==> config.mk <==
export PLATFORM = sky130hd
export DESIGN_NAME = wave_frame_capture
export DESIGN_NICKNAME = d
export VERILOG_FILES = /design/src/rtl/wave_pkg.sv /design/src/rtl/sample_fifo.sv /design/src/rtl/wave_frame_capture.sv
export SDC_FILE = /design/constraint.sdc
export NUM_CORES = 1
export LEC_CHECK = 0
export BUFFER_PORTS_ARGS = -buffer_cell sky130_fd_sc_hd__buf_2
export CAP_MARGIN = 25
export CELL_PAD_IN_SITES_DETAIL_PLACEMENT = 1
export CELL_PAD_IN_SITES_GLOBAL_PLACEMENT = 2
export CORE_MARGIN = 3
export CORE_UTILIZATION = 49
export CTS_BUF_LIST = sky130_fd_sc_hd__clkbuf_2
export DETAILED_ROUTE_END_ITERATION = 10
export PLACE_DENSITY_LB_ADDON = 0.3
export REMOVE_ABC_BUFFERS = 1
export SLEW_MARGIN = 20
export SYNTH_ARGS = -nofsm -noshare
export SYNTH_HDL_FRONTEND = slang
export SYNTH_SLANG_ARGS = --single-unit
==> constraint.sdc <==
create_clock -name clk -period 10.8 [get_ports clk]
set_clock_uncertainty 0.15 [all_clocks]
set_input_delay 1.08 -clock clk [delete_from_list [all_inputs] [get_ports clk]]
set_output_delay 1.08 -clock clk [all_outputs]
set_load 0.05 [all_outputs]
==> src/rtl/wave_pkg.sv <==
// Shared definitions for the waveform frame-capture block: FSM state
// encoding, default parameter values and fixed field widths.
package wave_pkg;

  typedef enum logic [1:0] {
    ST_IDLE    = 2'd0,
    ST_ARMED   = 2'd1,
    ST_CAPTURE = 2'd2
  } state_t;

  localparam int DEF_DECIM      = 1;
  localparam int DEF_TRIG_LEVEL = 120;
  localparam int DEF_FRAME_LEN  = 64;
  localparam int DEF_DEPTH_BITS = 4;

  // Field widths: strobe counter covers DECIM up to 65535, frame index
  // covers FRAME_LEN up to 4096, FIFO entries are {last, data}.
  localparam int CNT_W   = 16;
  localparam int IDX_W   = 12;
  localparam int ENTRY_W = 9;

endpackage

==> src/rtl/sample_fifo.sv <==
// First-word-fall-through FIFO of {last, data} entries with an occupancy
// output. A write to a full FIFO is accepted only when a pop happens in
// the same cycle; otherwise the write is ignored and the caller counts it
// as a drop. The storage array itself carries no reset.
module sample_fifo import wave_pkg::*; #(
  parameter int DEPTH_BITS = DEF_DEPTH_BITS
) (
  input  logic                 i_clk,
  input  logic                 i_rst,
  input  logic                 i_wr,
  input  logic [ENTRY_W-1:0]   i_wdata,
  input  logic                 i_rd,
  output logic [ENTRY_W-1:0]   o_rdata,
  output logic                 o_valid,
  output logic                 o_full,
  output logic [DEPTH_BITS:0]  o_level
);

  localparam int DEPTH = 1 << DEPTH_BITS;
  localparam logic [DEPTH_BITS:0] LP_FULL = {1'b1, {DEPTH_BITS{1'b0}}};

  logic [ENTRY_W-1:0]    r_mem [DEPTH];
  logic [DEPTH_BITS-1:0] r_wptr;
  logic [DEPTH_BITS-1:0] r_rptr;
  logic [DEPTH_BITS:0]   r_level;

  logic w_pop;
  logic w_push;

  assign w_pop   = i_rd && (r_level != '0);
  assign w_push  = i_wr && ((r_level != LP_FULL) || w_pop);
  assign o_valid = (r_level != '0);
  assign o_full  = (r_level == LP_FULL);
  assign o_level = r_level;
  // Head is gated to zero while empty so the outputs are defined after reset.
  assign o_rdata = o_valid ? r_mem[r_rptr] : '0;

  // Storage write; no reset needed since only occupied slots are ever read.
  always_ff @(posedge i_clk) begin
    if (w_push) begin
      r_mem[r_wptr] <= i_wdata;
    end
  end

  // Pointers wrap naturally modulo the depth; level tracks push/pop balance.
  always_ff @(posedge i_clk) begin
    if (i_rst) begin
      r_wptr  <= '0;
      r_rptr  <= '0;
      r_level <= '0;
    end else begin
      if (w_push) r_wptr <= r_wptr + DEPTH_BITS'(1);
      if (w_pop)  r_rptr <= r_rptr + DEPTH_BITS'(1);
      unique case ({w_push, w_pop})
        2'b10:   r_level <= r_level + (DEPTH_BITS+1)'(1);
        2'b01:   r_level <= r_level - (DEPTH_BITS+1)'(1);
        default: r_level <= r_level;
      endcase
    end
  end

endmodule

==> src/rtl/wave_frame_capture.sv <==
// Triggered frame capture of a decimated waveform. A start pulse arms the
// block; the first rising crossing of TRIG_LEVEL on a sample strobe starts
// a FRAME_LEN-sample frame that is pushed into a FWFT FIFO. Samples that
// find the FIFO full are dropped but still consume a frame slot.
module wave_frame_capture import wave_pkg::*; #(
  parameter int DECIM      = DEF_DECIM,
  parameter int TRIG_LEVEL = DEF_TRIG_LEVEL,
  parameter int FRAME_LEN  = DEF_FRAME_LEN,
  parameter int DEPTH_BITS = DEF_DEPTH_BITS
) (
  input  logic                clk,
  input  logic                rst,
  input  logic [7:0]          sample_in,
  input  logic                start,
  input  logic                abort,
  output logic [7:0]          m_data,
  output logic                m_last,
  output logic                m_valid,
  input  logic                m_ready,
  output logic                busy,
  output logic                frame_done,
  output logic                overflow,
  output logic [15:0]         drop_count,
  output logic [DEPTH_BITS:0] level
);

  localparam logic [CNT_W-1:0] LP_CNT_MAX  = CNT_W'(DECIM - 1);
  localparam logic [IDX_W-1:0] LP_IDX_LAST = IDX_W'(FRAME_LEN - 1);
  localparam logic [7:0]       LP_TRIG     = 8'(TRIG_LEVEL);

  state_t             r_state;
  state_t             w_state_nxt;
  logic [CNT_W-1:0]   r_cnt;
  logic [7:0]         r_prev;
  logic               r_prev_valid;
  logic [IDX_W-1:0]   r_idx;
  logic               r_frame_done;
  logic               r_overflow;
  logic [15:0]        r_drop_count;

  logic               w_strobe;
  logic               w_start_acc;
  logic               w_trig;
  logic               w_take;
  logic               w_is_last;
  logic               w_frame_end;
  logic               w_pop;
  logic               w_full;
  logic               w_drop;
  logic [ENTRY_W-1:0] w_rdata;

  function automatic logic [15:0] sat_inc16(input logic [15:0] v);
    return (v == 16'hFFFF) ? v : v + 16'd1;
  endfunction

  // A start is honoured only from IDLE and loses to a coincident abort.
  assign w_strobe    = (r_cnt == '0);
  assign w_start_acc = start && !abort && (r_state == ST_IDLE);
  assign w_trig      = (r_state == ST_ARMED) && w_strobe && r_prev_valid &&
                       (r_prev < LP_TRIG) && (sample_in >= LP_TRIG);
  // The trigger sample is frame sample 0; abort suppresses any write.
  assign w_take      = !abort && (w_trig || ((r_state == ST_CAPTURE) && w_strobe));
  assign w_is_last   = (r_idx == LP_IDX_LAST);
  assign w_frame_end = w_take && w_is_last;
  assign w_pop       = m_valid && m_ready;
  assign w_drop      = w_take && w_full && !w_pop;

  assign busy       = (r_state != ST_IDLE);
  assign frame_done = r_frame_done;
  assign overflow   = r_overflow;
  assign drop_count = r_drop_count;
  assign m_last     = w_rdata[8];
  assign m_data     = w_rdata[7:0];

  sample_fifo #(
    .DEPTH_BITS (DEPTH_BITS)
  ) u_fifo (
    .i_clk   (clk),
    .i_rst   (rst),
    .i_wr    (w_take),
    .i_wdata ({w_is_last, sample_in}),
    .i_rd    (m_ready),
    .o_rdata (w_rdata),
    .o_valid (m_valid),
    .o_full  (w_full),
    .o_level (level)
  );

  // FSM state register.
  always_ff @(posedge clk) begin
    if (rst) r_state <= ST_IDLE;
    else     r_state <= w_state_nxt;
  end

  // Next-state decode: abort dominates, frame ends on its last slot.
  always_comb begin
    w_state_nxt = r_state;
    unique case (r_state)
      ST_IDLE: begin
        if (w_start_acc) w_state_nxt = ST_ARMED;
      end
      ST_ARMED: begin
        if (abort)            w_state_nxt = ST_IDLE;
        else if (w_frame_end) w_state_nxt = ST_IDLE;
        else if (w_take)      w_state_nxt = ST_CAPTURE;
      end
      ST_CAPTURE: begin
        if (abort || w_frame_end) w_state_nxt = ST_IDLE;
      end
      default: w_state_nxt = ST_IDLE;
    endcase
  end

  // Strobe counter, trigger history, frame index and drop bookkeeping.
  always_ff @(posedge clk) begin
    if (rst) begin
      r_cnt        <= '0;
      r_prev       <= '0;
      r_prev_valid <= 1'b0;
      r_idx        <= '0;
      r_frame_done <= 1'b0;
      r_overflow   <= 1'b0;
      r_drop_count <= '0;
    end else begin
      if (w_start_acc || (r_cnt == LP_CNT_MAX)) r_cnt <= '0;
      else                                      r_cnt <= r_cnt + CNT_W'(1);

      if (w_strobe) r_prev <= sample_in;
      if (w_start_acc)   r_prev_valid <= 1'b0;
      else if (w_strobe) r_prev_valid <= 1'b1;

      if (w_take)                    r_idx <= w_is_last ? '0 : r_idx + IDX_W'(1);
      else if (r_state != ST_CAPTURE) r_idx <= '0;

      r_frame_done <= w_frame_end;

      if (w_start_acc) begin
        r_overflow   <= 1'b0;
        r_drop_count <= '0;
      end else if (w_drop) begin
        r_overflow   <= 1'b1;
        r_drop_count <= sat_inc16(r_drop_count);
      end
    end
  end

endmodule

=== After elaboration in Yosys (flattened, before gate mapping) ===
Memory sizes are Yosys's and may differ from the RTL's. A register that Yosys moved wholly into a read port is not among the register bits.
Index checks and enable logic that the tools add are counted.
Widths: inputs -> output; s select.

* Equal/unequal tests: 12
* Reduce and logical (&&, ||, !) cells: 29
* $add $sub $neg: 7
* Muxes and demuxes: 15
* Bitwise logic cells: 1
* Magnitude comparators: 2

{| class="wikitable"
|+ Operators by type and width
! cell !! number
|-
| $mux 12 || 3
|-
| $add 16x1->16 const B || 2
|-
| $eq 16x16->1 const B || 1
|-
| $logic_not 16->1 || 1
|-
| $logic_and 1x1->1 || 13
|-
| $add 12x1->12 const B || 1
|-
| $eq 12x6->1 const B || 1
|-
| $mux 2 || 5
|-
| $pmux 5 s2 || 1
|-
| $mux 9 || 1
|-
| $add 4x1->4 const B || 2
|-
| $ge 8x7->1 const B || 1
|-
| $lt 8x7->1 const B || 1
|-
| $mux 4 || 2
|-
| $pmux 2 s3 || 1
|-
| $reduce_bool 2->1 || 3
|-
| $add 5x1->5 const B || 1
|-
| $eq 5x5->1 const B || 1
|-
| $ne 5x5->1 const B || 1
|-
| $reduce_bool 5->1 || 1
|-
| $sub 5x1->5 const B || 1
|-
| $eq 2x1->1 const B || 2
|-
| $eq 2x2->1 const B || 2
|-
| $logic_or 1x1->1 || 4
|-
| other kinds (10) || 14
|}

* Flip-flop bits (word level): 70
* Input bits: 13
* RAM bits: 144
* Memories: 1

{| class="wikitable"
|+ Memory list
! name !! depth !! bits a word !! rd ports !! clocked after Yosys merged registers in !! write ports !! line !! RTL
|-
| u_fifo.r_mem || 16 || 9 || 1 || 1 || 1 || sample_fifo.sv:22 || <nowiki>logic [ENTRY_W-1:0] r_mem [DEPTH];</nowiki>
|}

=== Depth between registers and ports, before layout ===
Gate-level depths: netlist of the first run.

* Word-level depth: 11
* Depth in mapped cells: 15
* Mapped depth without buffers: 14

=== By module ===
A second synthesis of the first run with hierarchy kept.

* Cell total of the unflattened synthesis: 649
* Area total of the unflattened synthesis: 9102.5 µm²

{| class="wikitable"
|+ By module, submodules not included
! module !! instances !! sequential area each (µm²) !! area each (µm²) !! cells an instance
|-
| sample_fifo || 1 || 4664.5 || 6557.5 || 350
|-
| wave_frame_capture || 1 || 1081.0 || 2544.9 || 299
|}

=== Worst setup path after synthesis of the first run ===
No wires, ideal clock.

* Kind: in2reg
* Start point: input port sample_in[6]
* End point: register u_fifo.r_level[4], in the netlist u_fifo.o_level[4]
* Data arrival time: 3669 ps
* Slack: 6861 ps
* Stages: 13
* Data required time: 10530 ps
* Cell sequence: a41o_1 -> a31oi_1 -> nor4_2 -> inv_1 -> ha_1 -> clkbuf_1 -> xor2_1 -> ha_1 -> a21oi_1 -> o22ai_1 -> a222oi_1 -> or4_1 -> nand2_1

* Cells in the longest elaborated chain, start to end: 7
* Elaborated cells on any way between the ends: 9

{| class="wikitable"
|+ Ends and longest elaborated chain
! what !! line !! RTL
|-
| from (decl) || wave_frame_capture.sv:13 || <nowiki>input logic [7:0] sample_in,</nowiki>
|-
| $ge 8x7->1 * || wave_frame_capture.sv:60 || <nowiki>(r_prev < LP_TRIG) && (sample_in >= LP_TRIG);</nowiki>
|-
| $logic_and 1x1->1 * || wave_frame_capture.sv:60 ||
|-
| $logic_or 1x1->1 * || wave_frame_capture.sv:62 || <nowiki>assign w_take = !abort && (w_trig || ((r_state == ST_CAPTURE) && w_strobe));</nowiki>
|-
| $logic_and 1x1->1 * || wave_frame_capture.sv:62 ||
|-
| $logic_and 1x1->1 * || sample_fifo.sv:31 || <nowiki>assign w_push = i_wr && ((r_level != LP_FULL) || w_pop);</nowiki>
|-
| $eq 2x1->1 or $eq 2x2->1 (tied branches) || sample_fifo.sv:54 || <nowiki>unique case ({w_push, w_pop})</nowiki>
|-
| $pmux 5 s2 or $reduce_bool 2->1 (tied branches) || - ||
|-
| to (signal assigned) || sample_fifo.sv:55 || <nowiki>2'b10: r_level <= r_level + (DEPTH_BITS+1)'(1);</nowiki>
|-
| to (signal assigned) || sample_fifo.sv:56 || <nowiki>2'b01: r_level <= r_level - (DEPTH_BITS+1)'(1);</nowiki>
|-
| to (signal assigned) || sample_fifo.sv:57 || <nowiki>default: r_level <= r_level;</nowiki>
|-
| to (decl) || sample_fifo.sv:25 || <nowiki>logic [DEPTH_BITS:0] r_level;</nowiki>
|}

Every way passes the cells marked *; elsewhere a longest branch is shown, timed or not.
A chain may end at the register's enable or synchronous reset.

==> results.ini, run 1 <==
[synth]
avgSynthCellArea_um2=14.0
yosys_warnings=0
yosys_most_used_dff=edfxtp_1
synth_cells=650
ys_seq_area_frac=0.632
ys_seq_elements=215
synthDistinctLibCells=57
async_flop_share=0
synth_edf_count=144
netlist_area_um2=9090

[sta]
finalCritPeriodShare=0.410
worstMarginPinSlew_ps=987
drv_slew=0
final-setup-viol-count=0
setup_tns_ps=0
max_freq_mhz=226
hold_violations=0
timing.final.crit_period_ps=4420
relSlewSlack=0.340
timing.hold.ws_ps=304
grt_setup_unrepaired=no

[critical_path]
rr_worst_depth=15
path_depth=5
startpoint_type=register
path_max_fanout=36
cp_num_buf_inv=2
slowest_stage=mux4_2
slowest_delay_ps=630
path_common_cell=mux4_2
cp_data_arrival_time_ps=3190
path_delay_family=multiplexers
cp_data_required_time_ps=9570
crit_type=register to output port
path_cells=buf_4, mux4_2, mux4_2, and2_1, buf_2
worstSetupEndpointType=output port

[cts]
root_buffer=clkbuf_2
htreeDepth=2
cts_hold_buf=0
insertion_delay_ps=790
tritoncts=built
post_cts_buffers=0
clk_pin_slew_ps=110
cts.path.max_buffers=3
post_cts_resized=0
cts_made_buffers=53
numClockSinks=215

[grt]
grt_usage=0.228
overflow=0
grt_max_degree=37
grt_pass1_wl_um=35500
antenna_found_initial=1
grt_pass1_vias=6353

[final_layout]
postLayoutCellArea_um2=10100
final_net_count=764
drive_gt1_frac=0.266
n_fill_cell=1830
syn_to_final_growth_pct=10.9

[route]
routed_wl_um=22500
drt_iter0_markers=327
via_per_inst=5.90
vias=5951
drtPass1Iterations=5
drcViolationCount=0
final_antenna_net_count=0
wire_per_inst_um=22.3

[place]
gp_congestion=0.782
place.port_buffers=46
hpwl_um=14900
place_area_um2=9600

[floorplanning]
core_um2=18100
io_pins=47
rows=49
die_x_um=142
die_area_um2=20200
chipHeight_um=142
initial_core_util=0.503

[power_and_ir_drop]
peakVddDrop_mv=0.0620
p_total_w=0.00143
p_per_area_nw_per_um2=142
p_leak_nw=3.47

[worst_hold_path]
hp-class=register to register
hold_depth=2

[run_status]
status=complete, no violations

[flow_run]
drv_cap=0

-- metrics by stage --
| step | utilization | setup slack [ps] | cells |
|---|---|---|---|
| 2_1_floorplan | - | 6540 | 623 |
| 3_3_place_gp | 0.529 | 6120 | 907 |
| 3_5_place_dp | 0.531 | 5970 | 911 |
| 4_1_cts | 0.556 | 6250 | 1005 |
| 5_1_grt | 0.557 | 6130 | 1008 |
| 6_report | 0.557 | 6380 | 1008 |
-- placed cells by master (no fill, tap or decap), types with 10 or more instances in the layout --
| cell | Yosys | routed |
|---|---|---|
| or4_1 | 11 | 11 |
| mux4_2 | 45 | 45 |
| nor2_1 | 53 | 49 |
| and2_1 | 10 | 10 |
| clkbuf_2 | 0 | 74 |
| nor3_1 | 20 | 19 |
| o21ai_0 | 15 | 15 |
| ha_1 | 12 | 12 |
| nand3_1 | 29 | 29 |
| buf_4 | 1 | 14 |
| a21oi_1 | 21 | 21 |
| mux2i_1 | 14 | 14 |
| buf_2 | 5 | 46 |
| dfxtp_1 | 71 | 70 |
| nand2_1 | 36 | 36 |
| xnor2_1 | 13 | 13 |
| edfxtp_1 | 144 | 144 |
| nand2b_1 | 10 | 10 |
| nand4_1 | 12 | 12 |
| inv_1 | 22 | 22 |
-- per-layer routing --
layer  GRT usage  vias up  share of wire
met1       0.301     3023           0.41
li1            -     2711              -
met4      0.0646        0          0.014
met5           0        -              0
met2       0.390      192           0.52
met3      0.0450       25          0.057
-- where the power goes --
group,switching (W),internal (W)
logic,0.0000309,0.0000135
clock network,0.000323,0.000188
registers,0.00000166,0.000877
-- final timing paths --
| check | endpoint | startpoint | slack (ps) |
|---|---|---|---|
| max reg2reg | u_fifo.o_level[4] | r_cnt[0] | 6700 |
| min reg2reg | r_prev_valid | r_prev_valid | 300 |
| min | r_prev_valid | r_prev_valid | 300 |
| max | m_last | register | 6380 |
-- area by class of cell --
class | count | area, um2 | share of cell area
Multi-Input combinational cell | 386 | 3160 | 0.313
Timing Repair Buffer | 61 | 347 | 0.0344
Tap cell | 229 | 287 | 0.0284
Clock buffer | 74 | 370 | 0.0367
Antenna cell | 1 | 2.50 | 0.000248
Clock inverter | 20 | 88.8 | 0.00881
Inverter | 22 | 82.6 | 0.00819
Sequential cell | 215 | 5750 | 0.570
-- synth_stat cells, drive strengths merged (14+ instances only) --
library cell / n / area [um2]
clkbuf: 17 / 63.8
nor2: 54 / 205
mux2i: 14 / 140
a21oi: 21 / 105
nand2: 36 / 135
edfxtp: 144 / 4320
nand3: 30 / 163
o21ai: 16 / 80.1
mux4: 45 / 1010
inv: 22 / 82.6
nor3: 20 / 100
dfxtp: 71 / 1420
-- worst min-delay path: cells and delay by family, from the launching register on --
family | cells | cell delay, ps
buf+inv | 1 | 50
flops | 1 | 330
compound gates | 1 | 50
-- flip-flops by register name (all words and copies together), names as in the netlist, named ones only --
name and flops:
drop_count 16, frame_done 1, overflow 1, r_cnt 16
r_idx 12, r_prev 5, r_prev_valid 1, r_state 2
u_fifo.o_level 5, u_fifo.r_mem 144, u_fifo.r_rptr 4, u_fifo.r_wptr 4
-- kinds of logic after synthesis --
logic type / synth area share
AND/OR/NAND/NOR: 0.134
buffers and inverters: 0.0222
XOR/XNOR: 0.0212
multiplexers: 0.127
AO/OA/AOI/OAI: 0.0467
flip-flops: 0.632
adder cells (fa/ha/maj): 0.0165
Note: power is estimated with default switching activity, not from simulation.
==> run 2: changes to the inputs <==
CORE_UTILIZATION = 41   (was 49)
clock period = 3.8 ns   (was 10.8 ns; I/O delays follow)
==> run 2 against run 1 <==
Compared with the run above:
- highest routed layer unchanged
- critical path depth did not move
- global-route usage is 3.8 points lower
- non-clock buffer count increased by 24
- critical path type unchanged
- setup slack lost 6100 ps
- utilization is 7.0 points lower
- register-to-register slack got worse by 6400 ps
- largest power group unchanged
- wire length hardly changed
- sequential power increased to 2.8 times the previous value
==> results.ini, run 2 (same netlist as run 1, synthesis figures left out) <==
[run_status]
status=complete, no violations

[floorplanning]
initial_core_util=0.424
io_pins=47
die_area_um2=24000
chipHeight_um=155
die_x_um=155
rows=53
core_um2=21400

[critical_path]
r2r-end=u_fifo.o_level[4]
path_common_cell=mux4_2
path_depth=5
r2r-start=r_cnt[13]
cp_num_buf_inv=2
rr_worst_depth=12
cp_data_required_time_ps=3270
slowest_delay_ps=540
worstSetupEndpointType=output port
crit_type=register to output port
ff2ff_setup_slack_ps=350
path_cells=buf_4, mux4_2, mux4_2, and2_1, buf_2
slowest_stage=dfxtp_4
worstSetupEndpoint=m_data[7]
path_delay_family=multiplexers
cp_data_arrival_time_ps=3010
path_max_fanout=13
startpoint_type=register

[power_and_ir_drop]
p_per_area_nw_per_um2=407
peakVddDrop_mv=0.176
p_total_w=0.00425
p_leak_nw=3.62

[cts]
root_buffer=clkbuf_2
tritoncts=built
cts.path.max_buffers=3
cts_made_buffers=56
htreeDepth=2
numClockSinks=215
clk_pin_slew_ps=100
insertion_delay_ps=800

[grt]
grt_usage=0.191
antenna_found_initial=0
overflow=0
grt_pass1_vias=6529
grt_max_degree=37
grt_pass1_wl_um=35900

[final_layout]
ff_latch_area_um2=5750
drive_gt1_frac=0.271
largest_reg_flops=144
multi_input_area_um2=3160
n_fill_cell=2239
final_net_count=791
final_common_cell=edfxtp_1
diodes=0
regMostFlops=u_fifo.r_mem
syn_to_final_growth_pct=14.8
layout_common_cells=144 x edfxtp_1, 87 x clkbuf_2, 70 x dfxtp_1

[route]
routed_wl_um=22500
via_per_inst=5.47
drt_iter0_markers=269
drtPass1Iterations=4
wire_per_inst_um=20.7
final_antenna_net_count=0
drcViolationCount=0
vias=5943

[sta]
timing.final.crit_period_ps=3540
drv_slew=0
max_freq_mhz=283
worstMarginPinSlew_ps=816
grt_setup_unrepaired=no
finalCritPeriodShare=0.931
hold_violations=0
relSlewSlack=0.455
final-setup-viol-count=0
timing.hold.ws_ps=304

[worst_hold_path]
hp-class=register to register

[flow_run]
drv_cap=0

[place]
hpwl_um=14500
place.port_buffers=46
gp_congestion=0.804

==> run 2: changes by cell type in the layout (fill, tap and decap cells not counted), moves of 5 or more <==
cell,delta
clkinv_1,+5
buf_4,+10
clkbuf_2,+13
dlygate4sd3_1,+13
clkinv_2,-7
==> run 2: worst min-delay path: stages (launching register included) <==
cell	delay, ps
dfxtp_1	320
inv_1	50
a21oi_1	50
==> run 2: area by class of cell <==
type,count,area share
repair buffers,85,0.0542
well taps,275,0.0330
clock buffers,86,0.0412
multi-input cells,386,0.303
clock inverters,18,0.00995
inverters,22,0.00791
flip-flops and latches,215,0.551
==> run 2: worst min path at each step <==
stage,depth (start not counted),slack [ps],to,start
2_1_floorplan,2,270,r_prev_valid,r_prev_valid
3_3_place_gp,2,290,r_prev_valid,r_prev_valid
5_1_grt,4,230,r_state[0],start
4_1_cts,3,210,r_state[0],abort
3_5_place_dp,2,290,r_prev_valid,r_prev_valid
6_report,2,300,r_prev_valid,r_prev_valid
==> run 2: metal layers <==
metal | global-route usage | vias up | part of all wire
li1 | - | 2756 | -
met5 | 0 | - | 0
met2 | 0.337 | 123 | 0.52
met4 | 0.0542 | 0 | 0.017
met1 | 0.239 | 3028 | 0.43
met3 | 0.0381 | 36 | 0.036
==> run 2: timing repair <==
action	in CTS	in global routing
hold buffers	13	0
endpoints found under the hold margin	175	0
endpoints found under the setup margin	6	1
setup buffers	0	0
resized for setup	1	2
==> run 2: where the power goes <==
part | total, W | internal, W | switching (W)
registers | 0.00250 | 0.00249 | 0.00000706
clock network | 0.00162 | 0.000675 | 0.000945
logic | 0.000134 | 0.0000483 | 0.0000855
==> run 2: through the flow <==
stage | util | setup TNS, ps | instances | worst slack [ps] | instance area [um2]
after floorplan | - | -2290 | 623 | -253 | 8970
after global placement | 0.455 | 0 | 969 | 373 | 9750
after detailed placement | 0.455 | 0 | 969 | 196 | 9750
after CTS | 0.486 | 0 | 1086 | 115 | 10400
after global routing | 0.487 | 0 | 1087 | 38.3 | 10400
final | 0.487 | 0 | 1087 | 264 | 10400
